$ cat config.mk
export PLATFORM = sky130hd
export DESIGN_NAME = pipeline_hazard_controller
export DESIGN_NICKNAME = d
export VERILOG_FILES = /design/src/rtl/pipeline_hazard_controller.sv
export SDC_FILE = /design/constraint.sdc
export NUM_CORES = 1
export LEC_CHECK = 0
export CAP_MARGIN = 5
export CORE_UTILIZATION = 32
export DETAILED_ROUTE_END_ITERATION = 12
export PLACE_DENSITY = 0.65
export SYNTH_ARGS = -nofsm -noshare
export SYNTH_HDL_FRONTEND = slang
export SYNTH_SLANG_ARGS = --single-unit
$ cat constraint.sdc
create_clock -name clk -period 6.7 [get_ports clk]
set_input_delay 0.67 -clock clk [delete_from_list [all_inputs] [get_ports clk]]
set_output_delay 0.67 -clock clk [all_outputs]
set_load 0.01 [all_outputs]
$ cat src/rtl/pipeline_hazard_controller.sv
// Stall/flush sequencer for the 5-stage in-order core: load-use and branch
// hazard control, data-memory miss freeze FSM with timeout, perf counters.
//
// state    | meaning
// RUN      | normal flow, hazards resolved each cycle
// MEM_WAIT | data-memory miss outstanding, whole pipe frozen
// ERROR    | miss outlasted MAX_WAIT, pipe frozen until reset
module pipeline_hazard_controller #(
  parameter int MAX_WAIT = 64,
  parameter int CNT_W    = 32
) (
  input  logic             clk,
  input  logic             reset,
  input  logic             id_valid,
  input  logic [4:0]       id_rs1,
  input  logic [4:0]       id_rs2,
  input  logic             id_uses_rs1,
  input  logic             id_uses_rs2,
  input  logic             ex_valid,
  input  logic             ex_is_load,
  input  logic [4:0]       ex_rd,
  input  logic             ex_takebranch,
  input  logic [31:0]      ex_target,
  input  logic             mem_req,
  input  logic             mem_ready,
  output logic             stall_if,
  output logic             stall_id,
  output logic             stall_ex,
  output logic             stall_mem,
  output logic             bubble_ex,
  output logic             bubble_wb,
  output logic             flush_id,
  output logic             redirect_valid,
  output logic [31:0]      redirect_pc,
  output logic [1:0]       state_o,
  output logic             error_o,
  output logic [CNT_W-1:0] stall_count,
  output logic [CNT_W-1:0] flush_count
);

  localparam int WAIT_W = (MAX_WAIT < 2) ? 2 : $clog2(MAX_WAIT + 1);

  typedef enum logic [1:0] {
    RUN      = 2'b00,
    MEM_WAIT = 2'b01,
    ERROR    = 2'b10
  } state_t;

  state_t            state, state_nxt;
  logic [WAIT_W-1:0] wait_cnt, wait_cnt_nxt;
  logic              freeze, redirect, load_use, src_match;

  always_ff @(posedge clk) begin
    if (reset) begin
      state    <= RUN;
      wait_cnt <= '0;
    end else begin
      state    <= state_nxt;
      wait_cnt <= wait_cnt_nxt;
    end
  end

  always_comb begin
    state_nxt    = state;
    wait_cnt_nxt = wait_cnt;
    unique case (state)
      RUN: begin
        if (mem_req && !mem_ready) begin
          state_nxt    = MEM_WAIT;
          wait_cnt_nxt = WAIT_W'(1);
        end
      end
      MEM_WAIT: begin
        if (mem_ready) begin
          state_nxt    = RUN;
          wait_cnt_nxt = '0;
        end else if (MAX_WAIT != 0 && wait_cnt == WAIT_W'(MAX_WAIT)) begin
          state_nxt    = ERROR;
          wait_cnt_nxt = '0;
        end else if (wait_cnt != '1) begin
          wait_cnt_nxt = wait_cnt + WAIT_W'(1);
        end
      end
      ERROR:   state_nxt = ERROR;
      default: state_nxt = RUN;
    endcase
  end

  // A redirect squashes the ID instruction, so it masks any load-use match.
  always_comb begin
    freeze    = (state == ERROR) ||
                (state == MEM_WAIT && !mem_ready) ||
                (state == RUN && mem_req && !mem_ready);
    src_match = (id_uses_rs1 && id_rs1 == ex_rd) ||
                (id_uses_rs2 && id_rs2 == ex_rd);
    redirect  = !freeze && ex_valid && ex_takebranch;
    load_use  = !freeze && !redirect && id_valid && ex_valid && ex_is_load &&
                (ex_rd != 5'd0) && src_match;

    stall_if       = 1'b0;
    stall_id       = 1'b0;
    stall_ex       = 1'b0;
    stall_mem      = 1'b0;
    bubble_ex      = 1'b0;
    bubble_wb      = 1'b0;
    flush_id       = 1'b0;
    redirect_valid = 1'b0;
    redirect_pc    = 32'd0;
    if (!reset) begin
      stall_if       = freeze || load_use;
      stall_id       = freeze || load_use;
      stall_ex       = freeze;
      stall_mem      = freeze;
      bubble_ex      = redirect || load_use;
      bubble_wb      = freeze;
      flush_id       = redirect;
      redirect_valid = redirect;
      redirect_pc    = redirect ? ex_target : 32'd0;
    end
  end

  assign state_o = state;
  assign error_o = (state == ERROR);

  always_ff @(posedge clk) begin
    if (reset) begin
      stall_count <= '0;
      flush_count <= '0;
    end else begin
      if (stall_if && stall_count != '1)
        stall_count <= stall_count + CNT_W'(1);
      if (redirect_valid && flush_count != '1)
        flush_count <= flush_count + CNT_W'(1);
    end
  end

endmodule

**Word level (Yosys, flattened, before mapping)**

Cells that the tools add are included.

- Flip-flop bits (word level): 73
- Output and inout port bits: 107
- Bits of input ports: 57

- Reductions and logical operators: 29
- $add $sub $neg: 3
- Equal/unequal tests: 11
- Muxes and demuxes: 15

Operators with widths:

| operator | number |
|---|---|
| 32-bit by 1-bit adder with 32-bit output, second input constant | 2 |
| 32-bit 2-to-1 mux | 2 |
| 32-bit != test, second input constant | 2 |
| 7-bit 2-to-1 mux | 4 |
| 1-bit logical AND | 16 |
| 7-bit case mux with 2 select lines | 1 |
| 5-bit equality test | 2 |
| 7-bit by 1-bit adder with 7-bit output, second input constant | 1 |
| 7-bit equality test, second input constant | 1 |
| 7-bit != test, second input constant | 1 |
| 2-bit 2-to-1 mux | 3 |
| 2-bit case mux with 3 select lines | 1 |
| 1-bit logical OR | 5 |
| 5-bit nonzero test | 1 |
| 1-bit 2-to-1 mux | 4 |
| 4-bit != test, second input constant | 1 |
| 1-bit logical NOT | 3 |
| 3-bit != test, second input constant | 1 |
| 3-bit AND reduction | 1 |
| 2-bit by 1-bit equality test with 1-bit output, second input constant | 1 |
| 2-bit equality test, second input constant | 1 |
| 2-bit logical NOT | 1 |
| 2-bit != test, second input constant | 1 |
| 2-bit AND reduction | 1 |
| 2-bit nonzero test | 1 |

**Depth between registers and ports, before layout**

- Depth in word-level cells: 17
- Depth in mapped cells: 9
- Gate-level depth less buffers: 8

**Least setup slack after synthesis**

No wires, ideal clock.

- Path type: input to output
- From: in mem_ready
- To: out redirect_pc[22]
- Data arrival time: 1.853 ns
- Stages on the path: 5
- Buffers on the path: 1
- Data required time: 6.030 ns
- Slack: 4.177 ns
- Path through: or2_1 o2111ai_1 inv_1 clkbuf_1 and2_1

- Cells in the longest elaborated chain, start to end: 9
- Elaborated cells between the ends (all ways): 10
- Those cells by class: mux: 2; reduce/logical: 8

Ends and longest elaborated chain:

| item | RTL line | text |
|---|---|---|
| start, declared | 25 | `input logic mem_ready,` |
| 1-bit logical NOT * | 92, 93 |  |
| 1-bit logical AND | 92 | `(state == MEM_WAIT && !mem_ready) \|\|` |
| 1-bit logical OR | 91 | `freeze = (state == ERROR) \|\|` |
| 1-bit logical OR * | 92 |  |
| 1-bit logical NOT * | 96 | `redirect = !freeze && ex_valid && ex_takebranch;` |
| 1-bit logical AND * (2 in series) | 96 |  |
| 32-bit 2-to-1 mux * | 118 | `redirect_pc = redirect ? ex_target : 32'd0;` |
| 32-bit 2-to-1 mux * | 109 | `if (!reset) begin` |
| end, declared | 34 | `output logic [31:0] redirect_pc,` |

Mark *: on every way between the ends. The rest lies on a longest branch, timed or not.

**Final worst setup path**

- From: in reset
- To: out redirect_pc[21]

- Cells in the longest elaborated chain, start to end: 1

Ends and longest elaborated chain:

| item | RTL line | text |
|---|---|---|
| start, declared | 13 | `input logic reset,` |
| 32-bit 2-to-1 mux | 109 |  |

Every way passes these cells.

==> results.cfg <==
[placed_design]
place.gp.congestion = 0.8189
io_buffers = 163
post-dp-hpwl_um = 8273

[global_route]
grt_use_met3 = 0.03975
met1_usage = 0.2144
antenna_found_initial = 0
grt_pass1_vias = 3971
grt_pass1_wl_um = 18660
top_usage_layer = met2
grt_max_degree = 71
grt.met2_usage = 0.2994
grt_overflow_total = 0
grtUsageTotal = 0.1735

[detailed_routing]
vias = 4208
routed_wl_um = 11320
drt_iter0_markers = 368
drc_errors = 0
wl_per_cell_um = 13.68
via_per_inst = 5.082
drt_pass1_iterations = 4
antenna_left = 0

[synth]
synth_seq_cells = 73
avgSynthCellArea_sq_um = 8.175
ys_async_sr_fraction = 0
synth_edf_count = 0
synthesis.area_sq_um = 4136
synth.net_count = 567
synth_area_leaders = dfxtp_1 (35%), xnor2_1 (5.5%), nor2_1 (5.1%)
syn_inst = 506
synth_area_leader_cell = dfxtp_1
synthDistinctLibCells = 57
synthFlopType = dfxtp_1
synth.yosys.warnings = 0
synth-seq-area-share = 0.3533
yosysTopAreaCellShare = 0.3533

[critical_path]
cp_top_family = buffers and inverters
path_max_fanout = 70
cp.arrival_ps = 3150
startpoint_type = input port
cpMostUsedCell = buf_4
critPathRequiredTime_ps = 6030
path_buf_inv = 5
path_cells = buf_2 > buf_4 > nor2b_1 > o2111ai_1 > buf_4 > inv_1 > and2_1 > clkdlybuf4s50_1
cp-end-kind = output port
cpPeakStageDelay_ps = 580
crit_slowest_cell = inv_1
path_class = in -> out

[timing]
hold_violations = 0
tns_ps = 0
grt_setup_unrepaired = no
relSlewSlack = 0.4636
report.final.slew_viol_count = 0
finalClockSkew_ps = 5.419
timing.hold.ws_ps = 490.6
fin_crit_sh = 0.5703
fmax_ghz = 0.2617
period_minus_slack_ps = 3821
setup_viol = 0
worstMarginPinSlew_ps = 804.6

[power_and_ir_drop]
p_comb_frac = 0.091
netSwitchingPower_w = 0.0002195
p_clk_frac = 0.473
p_leak_nw = 2.007
p_seq_frac = 0.436
powerDensity_nw_per_um2 = 164.1
internal_power_w = 0.0007866
switching_share = 0.2182
irDropWorstVdd_v = 0.0001137

[cells_and_area]
area_growth_pct = 48.22
drive_gt1_frac = 0.05335
antenna_cells = 0
fill_cells = 1262
fin_util = 0.4858
final_nets = 712

[floorplan]
die_h_um = 115.7
die_w_um = 115.7
rows = 41
core-area_sq_um = 12620
start_util = 0.3278
io_pins = 164
dieArea_sq_um = 13390

[cts]
clockBufferDepth = 2
clk_latency_ps = 340
cts_tree = done
cts_post_setup_buffers_inserted = 0
clk_pin_slew_worst_paths_ps = 60
ctsHoldBuffers = 0
cts_resized = 0
clock_sinks = 73
cts_max_level = 3
clockRootBuffer = clkbuf_16
cts_buffers = 9

[flow_run]
max_cap_violations = 0

[run_status]
status = finished, final reports clean

[worst_hold_path]
worstHoldPathType = reg -> reg
-- routing by layer --
| layer | vias to the layer above | part of all wire |
|---|---|---|
| met5 | - | 0 |
| met4 | 0 | 0.011 |
| met3 | 10 | 0.051 |
| met2 | 123 | 0.49 |
| met1 | 1961 | 0.45 |
| li1 | 2114 | - |
-- worst paths after layout --
check | from | endpoint | slack (ps) | cells past startpoint
setup reg to reg | stall_count[0] | stall_count[9] | 4090 | 6
setup / recovery | reset | redirect_pc[21] | 2880 | 8
hold / removal | stall_count[17] | stall_count[17] | 490 | 2
hold reg to reg | stall_count[17] | stall_count[17] | 490 | 2
-- metrics by stage --
step	worst slack, ps	total power (W)	cells	area [sq um]
2_1_floorplan	4177	0.0004849	506	4136
3_3_place_gp	2940	0.0005392	812	5841
3_5_place_dp	2852	0.0005406	812	5841
4_1_cts	2849	0.001019	828	6131
5_1_grt	2686	0.001043	828	6131
6_report	2879	0.001006	828	6131
-- Yosys cell counts, drive strengths merged, types with 5 or more instances --
master / n
a21oi: 31
and2: 33
and3: 12
and4: 5
buf: 16
clkbuf: 16
dfxtp: 73
inv: 11
nand2: 33
nand3: 25
nand4: 20
nor2: 56
nor3: 16
nor4: 10
o21ai: 13
o311ai: 5
o31ai: 14
o41ai: 5
or2: 6
or3: 10
or4: 19
xnor2: 26
xor2: 15
-- tightest hold or removal path, delay by kind of cell (launching register included) --
family         cells  cell delay [ps]
flip-flops         1              320
AO/OA/AOI/OAI      2              120
-- layout by cell type (no fill, tap or decap), drive strengths merged, types with 3 or more instances in the layout --
| master | netlist | layout |
|---|---|---|
| nand2 | 33 | 33 |
| mux2 | 4 | 4 |
| ha | 4 | 4 |
| or3 | 10 | 10 |
| clkinv | 1 | 3 |
| xor2 | 15 | 15 |
| or4 | 19 | 19 |
| nor4 | 10 | 10 |
| nor2b | 4 | 4 |
| buf | 16 | 4 |
| o2111ai | 3 | 3 |
| o41ai | 5 | 5 |
| dfxtp | 73 | 73 |
| xnor2 | 26 | 26 |
| and4 | 5 | 5 |
| a21oi | 31 | 31 |
| nor2 | 56 | 56 |
| nor3 | 16 | 16 |
| nand3 | 25 | 25 |
| and3 | 12 | 12 |
| inv | 11 | 11 |
| o31ai | 14 | 14 |
| and2 | 33 | 33 |
| or2 | 6 | 6 |
| clkbuf | 16 | 13 |
| o21ai | 13 | 13 |
| clkdlybuf4s50 | 0 | 162 |
| nand4 | 20 | 20 |
| o311ai | 5 | 5 |
-- logic make-up (layout without fill, tap and decap cells) --
group,count (synthesis),in the layout,share of synthesized area
AO/OA/AOI/OAI,84,84,0.1316
XOR/XNOR,41,41,0.08681
adder cells (fa/ha/maj),4,4,0.01210
buffers and inverters,44,194,0.05233
flip-flops,73,73,0.3533
multiplexers,4,4,0.01089
AND/OR/NAND/NOR,256,256,0.3530
-- power groups by stage --
stage	Clock [W]	Combinational, W	Sequential (W)
CTS	0.000488	0.0000925	0.000439
global route	0.000505	0.0000994	0.000439
global placement	0	0.0000909	0.000448
floorplan	0	0.0000371	0.000448
detailed placement	0	0.0000922	0.000448
finish	0.000476	0.0000915	0.000439
-- layout make-up --
| class | instances | area, sq um | area share |
|---|---|---|---|
| multi-input cells | 389 | 2470 | 0.4029 |
| repair buffers | 166 | 1649 | 0.2690 |
| flip-flops and latches | 73 | 1461 | 0.2384 |
| clock buffers | 13 | 250.2 | 0.04082 |
| well taps | 172 | 215.2 | 0.03510 |
| inverters | 12 | 45.04 | 0.007347 |
| clock inverters | 3 | 40.04 | 0.006531 |
-- state kept, by name (all words and copies together), names as in the netlist --
| name | flops |
|---|---|
| flush_count | 32 |
| stall_count | 32 |
| state_o | 2 |
| wait_cnt | 7 |
No activity file was read; power rests on OpenSTA's default activity.
